--- src/rtl/pe_ctrl_sequencer_pkg.sv ---
// Shared PE control definitions: ALU opcode, operand-select encodings, the
// PE control word, program entry layout, sequencer state and size defaults.
// The program entry layout is identical whether or not PE_SEQ_LOOP_EN is
// defined, so stored programs are portable between builds.
package pe_ctrl_sequencer_pkg;

    localparam int unsigned SEQ_DEPTH = 16;
    localparam int unsigned SEQ_RPT_W = 3;

    typedef enum logic [2:0] {
        ALU_ADD   = 3'd0,
        ALU_SUB   = 3'd1,
        ALU_AND   = 3'd2,
        ALU_OR    = 3'd3,
        ALU_XOR   = 3'd4,
        ALU_MUL   = 3'd5,
        ALU_PASS0 = 3'd6,
        ALU_PASS1 = 3'd7
    } alu_op_t;

    typedef enum logic [1:0] {
        OPSEL_IN   = 2'd0,
        OPSEL_ACC  = 2'd1,
        OPSEL_ZERO = 2'd2,
        OPSEL_ONE  = 2'd3
    } op_sel_t;

    typedef struct packed {
        alu_op_t alu_op;
        op_sel_t sel_0;
        op_sel_t sel_1;
        logic    acc_en;
    } ctr_signals_t;

    typedef struct packed {
        logic                 last;
        logic [SEQ_RPT_W-1:0] rpt;
        ctr_signals_t         ctrl;
    } prog_entry_t;

    typedef enum logic [1:0] {
        ST_IDLE = 2'd0,
        ST_RUN  = 2'd1,
        ST_DONE = 2'd2
    } seq_state_t;

endpackage

--- src/rtl/pe_ctrl_sequencer_prog_mem.sv ---
// Program store for the PE control sequencer: DEPTH entries, synchronous
// write port, combinational read port. Contents are not reset.
module prog_mem
    import pe_ctrl_sequencer_pkg::*;
#(
    parameter int unsigned DEPTH = SEQ_DEPTH
) (
    input  logic                     clk,
    input  logic                     we,
    input  logic [$clog2(DEPTH)-1:0] waddr,
    input  prog_entry_t              wdata,
    input  logic [$clog2(DEPTH)-1:0] raddr,
    output prog_entry_t              rdata
);

    prog_entry_t mem [DEPTH];

    // Synchronous write of one program entry
    always_ff @(posedge clk) begin
        if (we) begin
            mem[waddr] <= wdata;
        end
    end

    assign rdata = mem[raddr];

endmodule

--- src/rtl/pe_ctrl_sequencer.sv ---
// PE control sequencer: steps through a stored program of PE control words
// on start, pairing each issued word with one accepted operand pair and
// driving the PE array control/operand inputs from registers.
// Optional feature macro: PE_SEQ_LOOP_EN (per-entry repeat counts).
module pe_ctrl_sequencer
    import pe_ctrl_sequencer_pkg::*;
#(
    parameter int unsigned DEPTH = SEQ_DEPTH,
    parameter int unsigned RPT_W = SEQ_RPT_W
) (
    input  logic                     clk,
    input  logic                     rst_l,
    input  logic                     prog_we,
    input  logic [$clog2(DEPTH)-1:0] prog_addr,
    input  prog_entry_t              prog_wdata,
    input  logic                     start,
    input  logic                     abort,
    input  logic                     in_valid,
    output logic                     in_ready,
    input  logic [3:0]               in_op_0,
    input  logic [3:0]               in_op_1,
    output ctr_signals_t             ctr_out,
    output logic [3:0]               op_out_0,
    output logic [3:0]               op_out_1,
    output logic                     pe_en,
    output logic                     pe_clear,
    output logic                     busy,
    output logic                     done
);

    localparam int unsigned AW = $clog2(DEPTH);
    localparam logic [AW-1:0] PC_LAST = AW'(DEPTH - 1);

    seq_state_t   state, state_n;
    logic [AW-1:0] pc, pc_n;
    prog_entry_t  rd_entry;
    logic         mem_we;
    logic         entry_done;
    logic         prog_final;

    ctr_signals_t ctr_n;
    logic [3:0]   op0_n, op1_n;
    logic         en_n, clr_n, done_n, busy_n;

`ifdef PE_SEQ_LOOP_EN
    // Counts issues already made of the current entry; counting up and
    // comparing with mem[pc].rpt is equivalent to loading rpt and counting
    // down, but only needs the single read port at pc.
    logic [RPT_W-1:0] rpt_cnt, rpt_cnt_n;
`endif

    prog_mem #(
        .DEPTH(DEPTH)
    ) u_prog_mem (
        .clk  (clk),
        .we   (mem_we),
        .waddr(prog_addr),
        .wdata(prog_wdata),
        .raddr(pc),
        .rdata(rd_entry)
    );

    assign in_ready = (state == ST_RUN);

    // Next-state, program counter, repeat and output-register decode
    always_comb begin
        state_n    = state;
        pc_n       = pc;
        ctr_n      = ctr_out;
        op0_n      = op_out_0;
        op1_n      = op_out_1;
        en_n       = 1'b0;
        clr_n      = 1'b0;
        done_n     = 1'b0;
        mem_we     = 1'b0;
        prog_final = rd_entry.last || (pc == PC_LAST);
`ifdef PE_SEQ_LOOP_EN
        rpt_cnt_n  = rpt_cnt;
        entry_done = (rpt_cnt == RPT_W'(rd_entry.rpt));
`else
        entry_done = 1'b1;
`endif

        if (abort) begin
            state_n = ST_IDLE;
            pc_n    = '0;
            clr_n   = 1'b1;
`ifdef PE_SEQ_LOOP_EN
            rpt_cnt_n = '0;
`endif
        end else begin
            case (state)
                ST_IDLE: begin
                    mem_we = prog_we;
                    if (start) begin
                        state_n = ST_RUN;
                        pc_n    = '0;
                        clr_n   = 1'b1;
`ifdef PE_SEQ_LOOP_EN
                        rpt_cnt_n = '0;
`endif
                    end
                end
                ST_RUN: begin
                    if (in_valid) begin
                        ctr_n = rd_entry.ctrl;
                        op0_n = in_op_0;
                        op1_n = in_op_1;
                        en_n  = 1'b1;
                        if (entry_done) begin
`ifdef PE_SEQ_LOOP_EN
                            rpt_cnt_n = '0;
`endif
                            if (prog_final) begin
                                state_n = ST_DONE;
                                pc_n    = '0;
                            end else begin
                                pc_n = pc + AW'(1);
                            end
                        end
`ifdef PE_SEQ_LOOP_EN
                        else begin
                            rpt_cnt_n = rpt_cnt + RPT_W'(1);
                        end
`endif
                    end
                end
                ST_DONE: begin
                    done_n  = 1'b1;
                    state_n = ST_IDLE;
                end
                default: begin
                    state_n = ST_IDLE;
                    pc_n    = '0;
                end
            endcase
        end

        busy_n = (state_n == ST_RUN);
    end

    // State, program counter and registered PE-side outputs
    always_ff @(posedge clk or negedge rst_l) begin
        if (!rst_l) begin
            state    <= ST_IDLE;
            pc       <= '0;
            ctr_out  <= '0;
            op_out_0 <= '0;
            op_out_1 <= '0;
            pe_en    <= 1'b0;
            pe_clear <= 1'b0;
            done     <= 1'b0;
            busy     <= 1'b0;
        end else begin
            state    <= state_n;
            pc       <= pc_n;
            ctr_out  <= ctr_n;
            op_out_0 <= op0_n;
            op_out_1 <= op1_n;
            pe_en    <= en_n;
            pe_clear <= clr_n;
            done     <= done_n;
            busy     <= busy_n;
        end
    end

`ifdef PE_SEQ_LOOP_EN
    // Repeat counter for the current program entry
    always_ff @(posedge clk or negedge rst_l) begin
        if (!rst_l) begin
            rpt_cnt <= '0;
        end else begin
            rpt_cnt <= rpt_cnt_n;
        end
    end
`endif

endmodule

--- config.mk ---
export PLATFORM = sky130hd
export DESIGN_NAME = pe_ctrl_sequencer
export DESIGN_NICKNAME = d
export VERILOG_FILES = /design/src/rtl/pe_ctrl_sequencer_pkg.sv /design/src/rtl/pe_ctrl_sequencer_prog_mem.sv /design/src/rtl/pe_ctrl_sequencer.sv
export SDC_FILE = /design/constraint.sdc
export NUM_CORES = 1
export LEC_CHECK = 0
export BUFFER_PORTS_ARGS = -buffer_cell sky130_fd_sc_hd__buf_4
export CORE_ASPECT_RATIO = 1.5
export CORE_MARGIN = 2
export CORE_UTILIZATION = 31
export CTS_CLUSTER_DIAMETER = 80
export DETAILED_ROUTE_END_ITERATION = 8
export GPL_TIMING_DRIVEN = 0
export SKIP_LAST_GASP = 1
export SLEW_MARGIN = 20
export SYNTH_ARGS = -nofsm -noshare
export SYNTH_HDL_FRONTEND = slang
export SYNTH_SLANG_ARGS = --single-unit
--- constraint.sdc ---
create_clock -name clk -period 3.7 [get_ports clk]
set_input_delay 0.74 -clock clk [delete_from_list [all_inputs] [get_ports clk]]
set_output_delay 0.74 -clock clk [all_outputs]
set_load 0.03 [all_outputs]
# == Word level (Yosys, flattened, before mapping) ==
# Memories as Yosys holds them, arrays and structs flattened.
# Cells that the tools add are included.
# W data, S select, Z words.
# word_totals
reg_bits,26
latch_bits,0
ramBits,192
rom_bits,0
inputBits,30
output_inout_bits,21
word_cells,48
n_memories,1
# memory_table
name,depth,word_bits,read_ports,rd_clocked_by_memory_dff,wr,line_no,source
u_prog_mem.mem,16,12,1,0,1,pe_ctrl_sequencer_prog_mem.sv:16,prog_entry_t mem [DEPTH];
# op_classes
n_addsub,1
multipliers,0
n_div,0
n_lt_le_gt_ge,0
eq_ne,7
shift,0
muxes,22
bitwise_logic,1
n_reduce_logical,4
# op_table
cell,count
$mux W4,4
$mux W1,12
$pmux W4 S3,1
$mux W2,4
$ne A3 B3 Y1 const B,2
$reduce_and A3 Y1,2
$add A4 B1 Y4 const B,1
$eq A2 B1 Y1 const B,2
$eq A4 B4 Y1 const B,1
$pmux W2 S2,1
$eq A2 B2 Y1 const B,1
$logic_not A2 Y1,1
$ne A2 B2 Y1 const B,1
$logic_or A1 B1 Y1,1
$not A1 Y1,1

# == Depth between registers and ports, before layout ==
# Gate-level depths: netlist (run 1).
# logic_depth
word_depth,7
depth_mapped,8
depth_no_buf,7

# == Cells and area by module ==
# A second synthesis (run 1) with hierarchy kept.
# hier_totals
cells_unflattened,393
hier_area_um2,8473.1
# modules_own_cells
mod,instances,cells_each,area_per_inst_um2,seq_area_each_um2
prog_mem,1,317,7359.6,5765.5
pe_ctrl_sequencer,1,76,1113.6,650.6

# == Worst setup path before layout (run 1) ==
# Ideal clock, no wire load.
# synth_timing
path_kind,in2reg
startpoint,in abort
endpoint,"mem u_prog_mem.mem[0][0] in the netlist's numbering, enable pin"
setup_time_ps,387
arrival_ps,2124
required_ps,3313
slack_ps,1189
cell_stages,4
path_buffers,0
path_cell_list,nor4b_1 -> nor2b_1 -> nand2b_1 -> nor3_1
# synth_between
elab_chain_cells,3
# synth_lines
element,line_no,source
start: declaration,pe_ctrl_sequencer.sv:17,"input logic abort,"
$mux W1,pe_ctrl_sequencer.sv:84,if (abort) begin
$mux W1,pe_ctrl_sequencer_prog_mem.sv:20,if (we) begin
$mux W1 (not written as such),pe_ctrl_sequencer_prog_mem.sv:21,mem[waddr] <= wdata;
end: declaration,pe_ctrl_sequencer_prog_mem.sv:16,
# No other way between the ends.

# == Worst setup path in the final report (run 1) ==
# layout_timing
startpoint,reg state[0]
endpoint,"mem u_prog_mem.mem[4][11] in the netlist's numbering, enable pin"
# layout_between
elab_chain_cells,5
# layout_lines
element,line_no,source
start: declaration,pe_ctrl_sequencer.sv:34,"seq_state_t state, state_n;"
start signal: assignment,pe_ctrl_sequencer.sv:155,state <= state_n;
$logic_not A2 Y1,pe_ctrl_sequencer.sv:92,case (state)
$mux W1,pe_ctrl_sequencer.sv:92,
$mux W1,pe_ctrl_sequencer.sv:84,
$mux W1,pe_ctrl_sequencer_prog_mem.sv:20,
$mux W1 (not written as such),pe_ctrl_sequencer_prog_mem.sv:21,
# No other way between the ends.

==> summary.md, run 1 <==
The flow ran to the end, and the final reports show no timing, DRC or antenna violations. The worst pin sits at a relative slew slack of 30.6%. The data arrival time at the worst-slack endpoint was 3070 ps; the CTS buffer count was 17. TritonCTS built the clock tree. The post-route netlist has 30.0% of its cells at a drive strength greater than 1.

After Yosys synthesis, and, or, nand and nor cells account for 5.87% of the synthesized area. Hold timing on the final database bottoms out at a slack of 230 ps. In this run the power density over the cells is 569 mW/mm^2. Root buffer cell: sky130_fd_sc_hd__clkbuf_16. The tools report the sequential share of power as 48.0%. For the worst setup path, the data required time is 3740 ps. The maximum fanout count along the critical path was 9.

The pin count of the biggest net entering global routing is 27. For the number of antenna violations at the first check in global routing, the log shows 0. Dividing the detail-routed via count by the number of cells gives 4.90. Leaving out fill and tap cells, the most frequent cell in the layout is sky130_fd_sc_hd__edfxtp_1.

The area added between synthesis and finish came out at 19.7%. The xor and xnor area share after synthesis was 0%; the average cell area after synthesis was 18.9 sq um. Hold repair after CTS inserted 0 buffers. Summed over all layers, the routed wires come to 14500 um. In this run, distinct cell masters in the synthesized netlist total 38. The dominant register cell in the synthesized netlist is sky130_fd_sc_hd__edfxtp_1. The initial utilization of the core area, before any placement, comes to 31.3%.

The final layout contains 458 nets. The floorplan has 66 rows. For this design the total switching power over the nets is 1220 uW. The critical path goes through clkbuf_1, nor4b_1, nor2b_1, nand2b_1, nor2_1. The run gives 0 as the number of resized instances in the post-cts repair step.

The run gives 51 as the number of placed I/O pins. Cells fill 37.5% of the core in the end. Counting every instance in the synthesized netlist gives 357. The cell area that synthesis handed to floorplanning was 0.00676 sq mm. In this run the worst hold path is classified as primary input to async pin. By area, the combinational part of the netlist is dominated by multiplexers.

The global-route wire length before repair was 22300 um; the DRC violation count after routing was 0. The run gives 170 as the sink count of the clock tree. Setup repair after global routing left no endpoint under its margin.

The die covers 0.0230 sq mm. By area the synthesized netlist is led by sky130_fd_sc_hd__edfxtp_1, sky130_fd_sc_hd__dfrtp_1, sky130_fd_sc_hd__mux4_1, sky130_fd_sc_hd__mux4_2, sky130_fd_sc_hd__mux2i_1. Delay of the slowest cell on the worst path: 880 ps. The buffer and inverter count on the worst path was 1. For this run the aggregate overflow at the end of global routing stands at 0. Counting flops with a built-in enable in the synthesized netlist gives 144.

Counting every net in the synthesized netlist gives 388. The number of input and output port buffers inserted was 47; the worst clock skew was 24.7 ps. The tools report the number of hold violations in the final report as 0. In the layout the commonest cells are sky130_fd_sc_hd__edfxtp_1, sky130_fd_sc_hd__buf_4, sky130_fd_sc_hd__nand2_1, sky130_fd_sc_hd__dfrtp_1, sky130_fd_sc_hd__clkbuf_16. The largest voltage drop on the vdd net was 0.295 mV. The tools report the critical path startpoint category as a flop. The tools report the length of the first detailed-routing pass in iterations as 6. The run gives 13.0% as the overall fraction of global-route tracks in use.

The design draws 4600 uW. For the max-slew violation count, the log shows 0. The time the final worst path needs with I/O delays and setup was 3030 ps.

The kind of cell with the highest combined delay along the critical path is simple AND/OR/NAND/NOR gates. Summing the areas of all compound-gate instances in the mapped netlist gives 2.83% of the synthesized area. Dividing the detail-routed wire length by the instance count gives 20.4 um. The logs give 0 for the number of post-CTS setup repair buffers and 3487 for the total via count after detailed routing. The die is 125 um wide. STA classifies the critical path endpoint as a flop. The worst-skew pair later-pin latency is 430 ps, and the sequential element share of the synthesized area is 73.6%. 0 antenna diodes ended up in the layout. The internal power of the cells totals 3380 uW. The transition time of the tightest slew-check pin came out at 1030 ps. The highest achievable clock rate was 330 MHz; the flip-flop and latch count after synthesis was 170.

Once detailed placement completed, the half-perimeter wirelength came to 10200 um. The count of H-tree levels built during CTS was 4; the area of the core region was 0.0216 sq mm. In this run the remaining antenna-violating nets after routing total 0.

Summed over all cells, the static leakage comes to 0.00278 uW. The mux cell area share after synthesis works out to 15.4%. The critical path is of the flop to flop type.

Routability-driven placement finished with a final weighted congestion of 0.756. The synthesized design devotes to its leading area cell type 64.0% of total area. The clock transition at the registers of the reported paths was 70 ps. The number of global-route vias before repair is 3795.

The largest total area in the synthesized netlist belongs to sky130_fd_sc_hd__edfxtp_1. The final setup violation count is 0, and the worst-case clock buffer depth is 2. The post-route clock period utilization is 81.9%. The share of flip-flops with an asynchronous set or reset was 15.3%; the switching power share of the total was 26.6%. The slowest stage of the critical path belongs to the cell sky130_fd_sc_hd__nor4b_1. The detailed router finished its first iteration with 327 violations. Combinational cells account for 15.5% of the total power. The vertical extent of the die works out to 185 um. The post-route setup TNS is 0 ps. The max-capacitance violation count was 0; the fraction of the mapped netlist area in adder cells was 0.185%. The Yosys step of the flow raised 0 warnings. Clock network power share: 36.6%.
-- stage by stage --
stage | area (sq um) | setup WS, ps | instances
after global routing | 8090 | 522 | 712
after CTS | 8090 | 601 | 712
final | 8090 | 668 | 712
after global placement | 7450 | 36.4 | 676
after detailed placement | 7510 | 265 | 680
after floorplan | 6760 | 1190 | 357
-- cell type report --
type                       instances  area (sq um)
clock inverter                    15           153
timing repair buffer              51           383
multi-input combinational        164          1680
buffer                            18           118
tap                              272           340
sequential                       170          4970
inverter                           5          18.8
fill                            1947         13500
clock buffer                      17           425
-- state kept, by name, summed over array words and instances, names as in the netlist --
register,flops
op_out_1,4
state,2
op_out_0,4
pc,4
pe_clear,1
busy,1
ctr_out,8
u_prog_mem.mem,144
done,1
pe_en,1
-- Yosys cell counts (2+ instances only) --
library cell and instances:
sky130_fd_sc_hd__nand2_1 30, sky130_fd_sc_hd__buf_2 6, sky130_fd_sc_hd__clkbuf_1 6, sky130_fd_sc_hd__nand3_1 5, sky130_fd_sc_hd__edfxtp_1 144, sky130_fd_sc_hd__nand2b_1 5, sky130_fd_sc_hd__a22oi_1 2, sky130_fd_sc_hd__dfrtp_1 26
sky130_fd_sc_hd__a221o_1 8, sky130_fd_sc_hd__mux2i_1 15, sky130_fd_sc_hd__mux4_2 16, sky130_fd_sc_hd__o21ai_0 2, sky130_fd_sc_hd__nor3_1 13, sky130_fd_sc_hd__inv_1 5, sky130_fd_sc_hd__o22ai_1 2, sky130_fd_sc_hd__nor2_1 17
sky130_fd_sc_hd__mux2_2 10, sky130_fd_sc_hd__o221a_2 2, sky130_fd_sc_hd__mux4_1 16, sky130_fd_sc_hd__buf_6 3, sky130_fd_sc_hd__nor2b_1 7
-- kinds of logic after synthesis --
kind of cell / after synthesis
buffers and inverters: 23
AOI/OAI and AO/OA: 22
muxes: 57
DFF: 170
and+or+nand+nor: 84
adders and majority gates: 1
-- layer usage --
metal	global-route usage [%]	vias to the layer above	wire, um
met5	0	-	0
met4	7.06	0	433
met3	2.17	23	653
met2	23.4	106	7790
met1	14.9	1786	5650
li1	-	1572	-
-- power groups by stage --
stage | Clock, uW | Combinational [uW] | Sequential, uW
2_1_floorplan | 0 | 338 | 2370
3_3_place_gp | 0 | 705 | 2250
3_5_place_dp | 0 | 720 | 2250
4_1_cts | 1710 | 722 | 2210
5_1_grt | 1780 | 760 | 2220
6_report | 1680 | 712 | 2210
-- final timing paths --
check | start | end | slack [ps] | cells past startpoint
max | state[0] | u_prog_mem.mem[4][11] | 670 | 5
min in group clk | op_out_1[1] | op_out_1[1] | 480 | 2
max reg2reg | state[0] | u_prog_mem.mem[4][11] | 670 | 5
min | rst_l | state[0] | 230 | 1
max in group asynchronous | rst_l | ctr_out[5] | 3210 | 1
min reg2reg | op_out_1[1] | op_out_1[1] | 480 | 2
Power figures use the tool's default switching activity.
==> run 2: changes to the inputs <==
==> constraint.sdc (replaced) <==
create_clock -name clk -period 3.1 [get_ports clk]
set_input_delay 0.62 -clock clk [delete_from_list [all_inputs] [get_ports clk]]
set_output_delay 0.62 -clock clk [all_outputs]
set_load 0.03 [all_outputs]
==> summary.md, run 2 (synthesis gave the netlist of run 1 again) <==
The flow ran to the end, and the final reports show no timing, DRC or antenna violations. The max-slew violation count is 0, and the post-route clock period utilization is 94.4%. The number of antenna violations at the first check in global routing is 0. For the final routed database, the setup TNS stands at 0 ps. Across the routed clock network, the largest skew measured is 25.3 ps. The summed area of non-filler cells in the final layout was 0.00811 sq mm. Summed over all layers, the global routing overflow is 0. For the total via count after detailed routing, the log shows 3470.

The logs give 0.756 for the routability congestion estimate and 0.0230 sq mm for the floorplan die area. For this run, design rule violations remaining after detail routing come to 0. Routed signal wires occupy layers up through met4. The clock passes through at most 2 buffers.

The area added between synthesis and finish was 20.0%; the headroom to the max-slew limit was 31.2%. The x dimension of the die is 125 um, and the average detailed-routed wire length per instance is 20.3 um. Clock-pin slew was measured on the worst setup and hold paths at 70 ps.

The tools report the length of the first detailed-routing pass in iterations as 4. In this run the clock root is driven by a sky130_fd_sc_hd__clkbuf_16. Summed over all cells, the static leakage comes to 0.00278 uW. The count of H-tree levels built during CTS was 4. At the worst endpoint, the arrival time is 3050 ps. The number of input and output port buffers inserted works out to 47. After floorplanning, the core was sized to cover 0.0216 sq mm. The min-delay analysis places its worst path in the category primary input to async pin.

The clock net in this run drives a total of 170 sinks. The CTS buffer count was 17. In the global route stage, overall resource usage came out at 13.0%. Buffers added to address setup during post-CTS repair amount to 0.

The number of cells traversed by the worst register-to-register path is 5. The run gives 0 as the number of hold violations in the final report. The number of global-route vias before repair is 3795, and the number of diodes added for antenna fixing is 0. The tools report the number of placed I/O pins as 51. The critical path startpoint category was a flop.

Once layout is complete, the utilization of the core stands at 37.6%. The final wirelength was 14400 um. Setup repair after global routing left no endpoint under its margin. Kind of critical path: flop to flop. Summing internal, switching and leakage power gives 5490 uW. Global-route wire length before repair: 22300 um. The total length of routed met2 wires is 7750 um.

The count of routing violations after the opening detailed-route iteration came out at 309. The register with the most flip-flops in the layout has 144 of them. The worst setup path is captured at a flop. The share of final-layout standard cells stronger than drive strength 1 was 31.6%; the via-per-instance ratio was 4.87.

In the final design database the tool counted 458 nets. Data on the critical path is required at its endpoint by 3230 ps. The wire length on met3 came out at 502 um. For the pin count of the biggest net entering global routing, the log shows 27. The power per cell area is 678 mW/mm^2. After legalization and detailed placement, the total HPWL measured 10200 um. Across the VDD grid, the largest voltage drop is 0.349 mV. After floorplanning, the core was divided into 66 placement rows. The tools report the starting utilization of the core area as 31.3%.

In the layout the commonest cells are sky130_fd_sc_hd__edfxtp_1, sky130_fd_sc_hd__buf_4, sky130_fd_sc_hd__nand2_1, sky130_fd_sc_hd__dfrtp_1, sky130_fd_sc_hd__clkbuf_16. For this block, wires on met1 add up to 5780 um. The register with the most flip-flops is u_prog_mem.mem. The time the final worst path needs with I/O delays and setup works out to 2930 ps.

The worst hold margin is 112 ps, and the maximum fanout count along the critical path is 8. The transition time of the tightest slew-check pin is 1020 ps, and the final setup violation count is 0. TritonCTS built the clock tree.

For the antenna violation net count after detailed routing, the log shows 0. The largest registers in the layout are u_prog_mem.mem (144), ctr_out (8). The max-capacitance violation count came out at 0.

After detailed placement, the total cell area comes to 0.00751 sq mm. Measured along the y axis, the die boundary spans 185 um. The worst-skew pair later-pin latency is 430 ps. Commonest non-fill, non-tap cell in the layout: sky130_fd_sc_hd__edfxtp_1. The highest achievable clock rate came out at 342 MHz.
-- run 2: cell count changes in the layout (fill, tap and decap cells not counted) --
cell                     previous run  this run
sky130_fd_sc_hd__nor2_2             5        12
sky130_fd_sc_hd__nor2_1            12         5
-- run 2: worst max-delay path, stage by stage (launching register included) --
cell and delay (ps):
sky130_fd_sc_hd__dfrtp_1 360, sky130_fd_sc_hd__clkbuf_1 180, sky130_fd_sc_hd__nor4b_1 870, sky130_fd_sc_hd__nand3_1 380, sky130_fd_sc_hd__nor3_2 570, sky130_fd_sc_hd__buf_4 270
-- run 2: stage by stage --
step | instances | setup WS, ps
final | 712 | 174
after global placement | 676 | -444
after global routing | 712 | 22.2
after CTS | 712 | 0.996
after detailed placement | 680 | -215
after floorplan | 357 | 709
-- run 2: final cells by class --
cell class / instances / area, sq um
flip-flops and latches: 170 / 4970
multi-input cells: 164 / 1690
inverters: 5 / 18.8
clock inverters: 15 / 153
fillers: 1945 / 13400
clock buffers: 17 / 425
repair buffers: 51 / 383
well taps: 272 / 340
plain buffers: 18 / 118
-- run 2: what timing repair did --
item                                   in CTS  in global routing
gates resized for setup                     0                  7
hold buffers                                0                  0
setup endpoints to repair                   0                 63
endpoints found under the hold margin       0                  0
-- run 2: power by group --
| group | leakage [uW] | switching (uW) | internal [uW] |
|---|---|---|---|
| registers | 0.00163 | 58.1 | 2580 |
| logic | 0.000869 | 463 | 387 |
| clock network | 0.000279 | 939 | 1070 |
-- run 2: path summary, 6_finish.rpt --
kind | from | endpoint | slack (ps)
max in group asynchronous | rst_l | ctr_out[5] | 2730
min reg2reg | op_out_1[1] | op_out_1[1] | 480
max reg2reg | state[0] | u_prog_mem.mem[3][11] | 170
max | state[0] | u_prog_mem.mem[3][11] | 170
min | rst_l | ctr_out[3] | 110
min in group clk | in_op_0[2] | op_out_0[2] | 390
-- run 2: metal layers --
layer  vias to the layer above  track usage [%]
li1                       1575                -
met1                      1788             14.9
met2                        86             23.4
met3                        21             2.17
met4                         0             7.06
met5                         -                0
==> run 3: changes to the inputs <==
--- a/config.mk
+++ b/config.mk
@@ -5,6 +5,7 @@
 export SDC_FILE = /design/constraint.sdc
 export NUM_CORES = 1
 export LEC_CHECK = 0
+export ABC_AREA = 1
 export BUFFER_PORTS_ARGS = -buffer_cell sky130_fd_sc_hd__buf_4
 export CORE_ASPECT_RATIO = 1.5
 export CORE_MARGIN = 2
==> summary.md, run 3 <==
The overall fraction of global-route tracks in use was 15.4%. Wires add up to 17600 um. Counting instances in the post-synthesis netlist gives the leading cell types as sky130_fd_sc_hd__edfxtp_1, sky130_fd_sc_hd__nor2_1, sky130_fd_sc_hd__nand2_1. The area of the core region is 0.0218 sq mm, and the max-capacitance violation count is 0. The flow ran to the end, and the final reports show no timing, DRC or antenna violations. Setup repair after global routing left no endpoint under its margin.

Clock-pin slew was measured on the worst setup and hold paths at 70 ps. The count of routing violations after the opening detailed-route iteration was 327; the via-per-instance ratio was 4.78. The number of global-route vias before repair is 4610.

Setup violations remaining at the end of the flow were counted as 0. Sequential cells were found to cover 72.0% of the synthesized design area. Entering global routing, the biggest net connects 27 pins. From synthesis to final layout, the design area changed by 19.0%.

The clock net in this run drives a total of 170 sinks. After Yosys synthesis, and, or, nand and nor cells account for 19.6% of the synthesized area. Synthesis instantiated 19 different standard cells from the library.

The clock arrives with 9.32 ps of skew. In this run, post-CTS repair resized a total of 0 instances. The mux cell area share after synthesis came out at 0%.

Based on the critical path, the design can be clocked at up to 392 MHz. The register with the most flip-flops in the layout has 144 of them. Among all cell types in the netlist, the one instantiated most often is sky130_fd_sc_hd__edfxtp_1. The run gives 969 as the count of placed standard cells in the final layout, fillers left out. The synthesized netlist cell count is 618, and the headroom to the max-slew limit is 27.4%. The synthesized-area fraction occupied by ao, oa, aoi and oai cells was 4.20%; the post-route setup TNS was 0 ps. Dividing the synthesized area by the synthesized cell count gives 11.2 sq um.

The count of nets left with antenna violations once routing finished came out at 0. The length of the first detailed-routing pass in iterations came out at 5. The count of H-tree levels built during CTS was 4; the total internal power was 4000 uW.

The run gives 31.7% as the starting utilization of the core area. The sequential cells in the finished layout cover a total of 0.00497 sq mm. After floorplanning, the core was divided into 66 placement rows.

In this run, post-CTS hold repair placed 0 buffers. 51 I/O pins were placed. The first global-routing pass estimated 26500 um of wire. TritonCTS built the clock tree. During placement, the flow inserted port buffers numbering 47.

The worst setup path is captured at a flop. The standby leakage power is 0.00320 uW, and the global route total overflow is 0. The number of setup buffers added after CTS is 0. The top cell types in the final layout, fill and taps aside, are sky130_fd_sc_hd__edfxtp_1, sky130_fd_sc_hd__nor2_1, sky130_fd_sc_hd__nand2_1, sky130_fd_sc_hd__nand3_1, sky130_fd_sc_hd__buf_4. Across the VDD grid, the largest voltage drop is 0.372 mV.

The time the final worst path needs with I/O delays and setup was 2550 ps; the net count of the finished layout was 715. The multi-input combinational cells in the finished layout cover a total of 0.00168 sq mm. The logs give 430 ps for the worst-skew pair later-pin latency and 49.3% for the sequential share of power. The cell area after synthesis is 0.00691 sq mm, and the final core utilization is 37.7%. From left edge to right edge, the die measures 126 um. For the number of hold violations in the final report, the log shows 0. For the worst setup path, the data required time is 3150 ps.

The number of placed instances, taps included, is 937. For the number of antenna violations at the first check in global routing, the log shows 0. The power per cell area is 642 mW/mm^2, and the count of flip-flops with a built-in enable after synthesis is 144. The kind of critical path is flop to flop. Class of the tightest hold or removal check: primary input to async pin.

Average detailed-routed wire length per instance: 18.2 um. The tools report the critical path startpoint category as a flop. For the pin with the worst max-slew slack, the measured transition is 1080 ps. The dominant register cell in the synthesized netlist was sky130_fd_sc_hd__edfxtp_1. The run gives 1280 uW as the switching component of the power. In the final layout, the registers with the most flip-flops are u_prog_mem.mem (144), ctr_out (8). In the post-synthesis netlist, the biggest area contributors are sky130_fd_sc_hd__edfxtp_1, sky130_fd_sc_hd__dfrtp_1, sky130_fd_sc_hd__nor2_1, sky130_fd_sc_hd__nand2_1, sky130_fd_sc_hd__nand3_1. Once detailed placement completed, the half-perimeter wirelength came to 12200 um.

For this run, design rule violations remaining after detail routing come to 0. For the worst setup path, the data arrival time is 2600 ps. The register with the most flip-flops is u_prog_mem.mem. The combinational family with the most area after synthesis is simple AND/OR/NAND/NOR gates. The library cell used most frequently in the layout, excluding fill and tap cells, is sky130_fd_sc_hd__edfxtp_1. The Yosys step of the flow raised 0 warnings.

The share of the synthesized area in the top cell type came out at 62.6%. The total design power came out at 5270 uW. The maximum fanout count along the critical path came out at 9. The share of flip-flops with an asynchronous set or reset is 15.3%.

The floorplan step defined a die boundary enclosing 0.0235 sq mm. At the end of routability-driven placement, the weighted congestion stood at 0.837. The clock passes through at most 2 buffers. The logs give 0 for the max-slew violation count and 17 for the CTS buffer count. Counting flops and latches in the post-synthesis netlist gives 170. Root buffer cell: sky130_fd_sc_hd__clkbuf_16.

Counting the fill cells in the layout gives 2125. sky130_fd_sc_hd__edfxtp_1 takes more of the synthesized area than any other cell. The post-route netlist has 15.4% of its cells at a drive strength greater than 1. Setup slack on the worst reg-to-reg path comes out at 550 ps. The detailed router placed 4627 vias in this run.

The share of total power dissipated in the clock network is 40.7%. The vertical extent of the die is 187 um, and the post-route clock period utilization is 82.2%. After Yosys synthesis, XOR and XNOR cells account for 0.254% of the synthesized area. For the number of diodes added for antenna fixing, the log shows 0. Of the total power, the share spent switching nets is 24.2%.

The net count after synthesis is 649, and the combinational group share of total power is 9.9%. Summing the areas of all fa, ha and maj instances in the mapped netlist gives 0.181% of the synthesized area.
## run 3: changes by cell type in the layout (fill, tap and decap cells not counted), sizes merged, moves of 9 or more
cell	before	now
inv	13	26
nor3	13	0
nand3	6	72
mux2	10	0
o21ai	2	56
mux4	32	0
mux2i	15	0
nor2	17	135
nand2	30	129
buf	63	72
## run 3: layer usage
layer  vias to the layer above  GRT usage [%]  routed length, um
li1                       2239              -                  -
met2                       158           26.5               9020
met5                         -              0                  0
met4                         0           10.4               1180
met3                        40           3.81               1060
met1                      2190           16.6               6390
## run 3: cell type report
class,instances,area share (%)
sequential,170,60.6
multi-input combinational,397,20.4
clock buffer,23,6.66
timing repair buffer,47,4.30
tap,272,4.14
buffer,30,2.13
inverter,21,0.960
clock inverter,9,0.838
## run 3: final timing paths
path / start / end / cells after the start
setup / recovery: state[1] / u_prog_mem.mem[3][1] / 5
hold / removal: rst_l / ctr_out[5] / 1
setup reg to reg: state[1] / u_prog_mem.mem[3][1] / 5
hold reg to reg: op_out_0[1] / op_out_0[1] / 2
max in group asynchronous: rst_l / op_out_0[0] / 1
min in group clk: abort / done / 2
## run 3: cell families after synthesis
| logic type | count (synthesis) |
|---|---|
| AOI/OAI and AO/OA | 58 |
| and+or+nand+nor | 336 |
| xor gates and xnor gates | 2 |
| adders and majority gates | 1 |
| buffers and inverters | 51 |
| DFF | 170 |
## run 3: per-stage QoR
stage	worst slack, ps	hold slack [ps]	area (sq um)
floorplan	1310	324	6910
global placement	546	455	7600
detailed placement	516	465	7600
CTS	579	82.2	8210
global route	306	97.6	8210
finish	551	80.6	8210
## run 3: power by group through the flow
stage	combinational, uW	sequential (uW)	clock, uW
floorplan	147	2790	0
global placement	525	2650	0
CTS	532	2600	2170
finish	524	2600	2150
detailed placement	531	2650	0
global route	572	2610	2250
## run 3: worst max-delay path, stage by stage, from the launching register on
cell                      delay (ps)
sky130_fd_sc_hd__dfrtp_1         400
sky130_fd_sc_hd__nor2_1          230
sky130_fd_sc_hd__nand2_1          80
sky130_fd_sc_hd__nor2_1          340
sky130_fd_sc_hd__nand3_1         240
sky130_fd_sc_hd__nor2_1          870
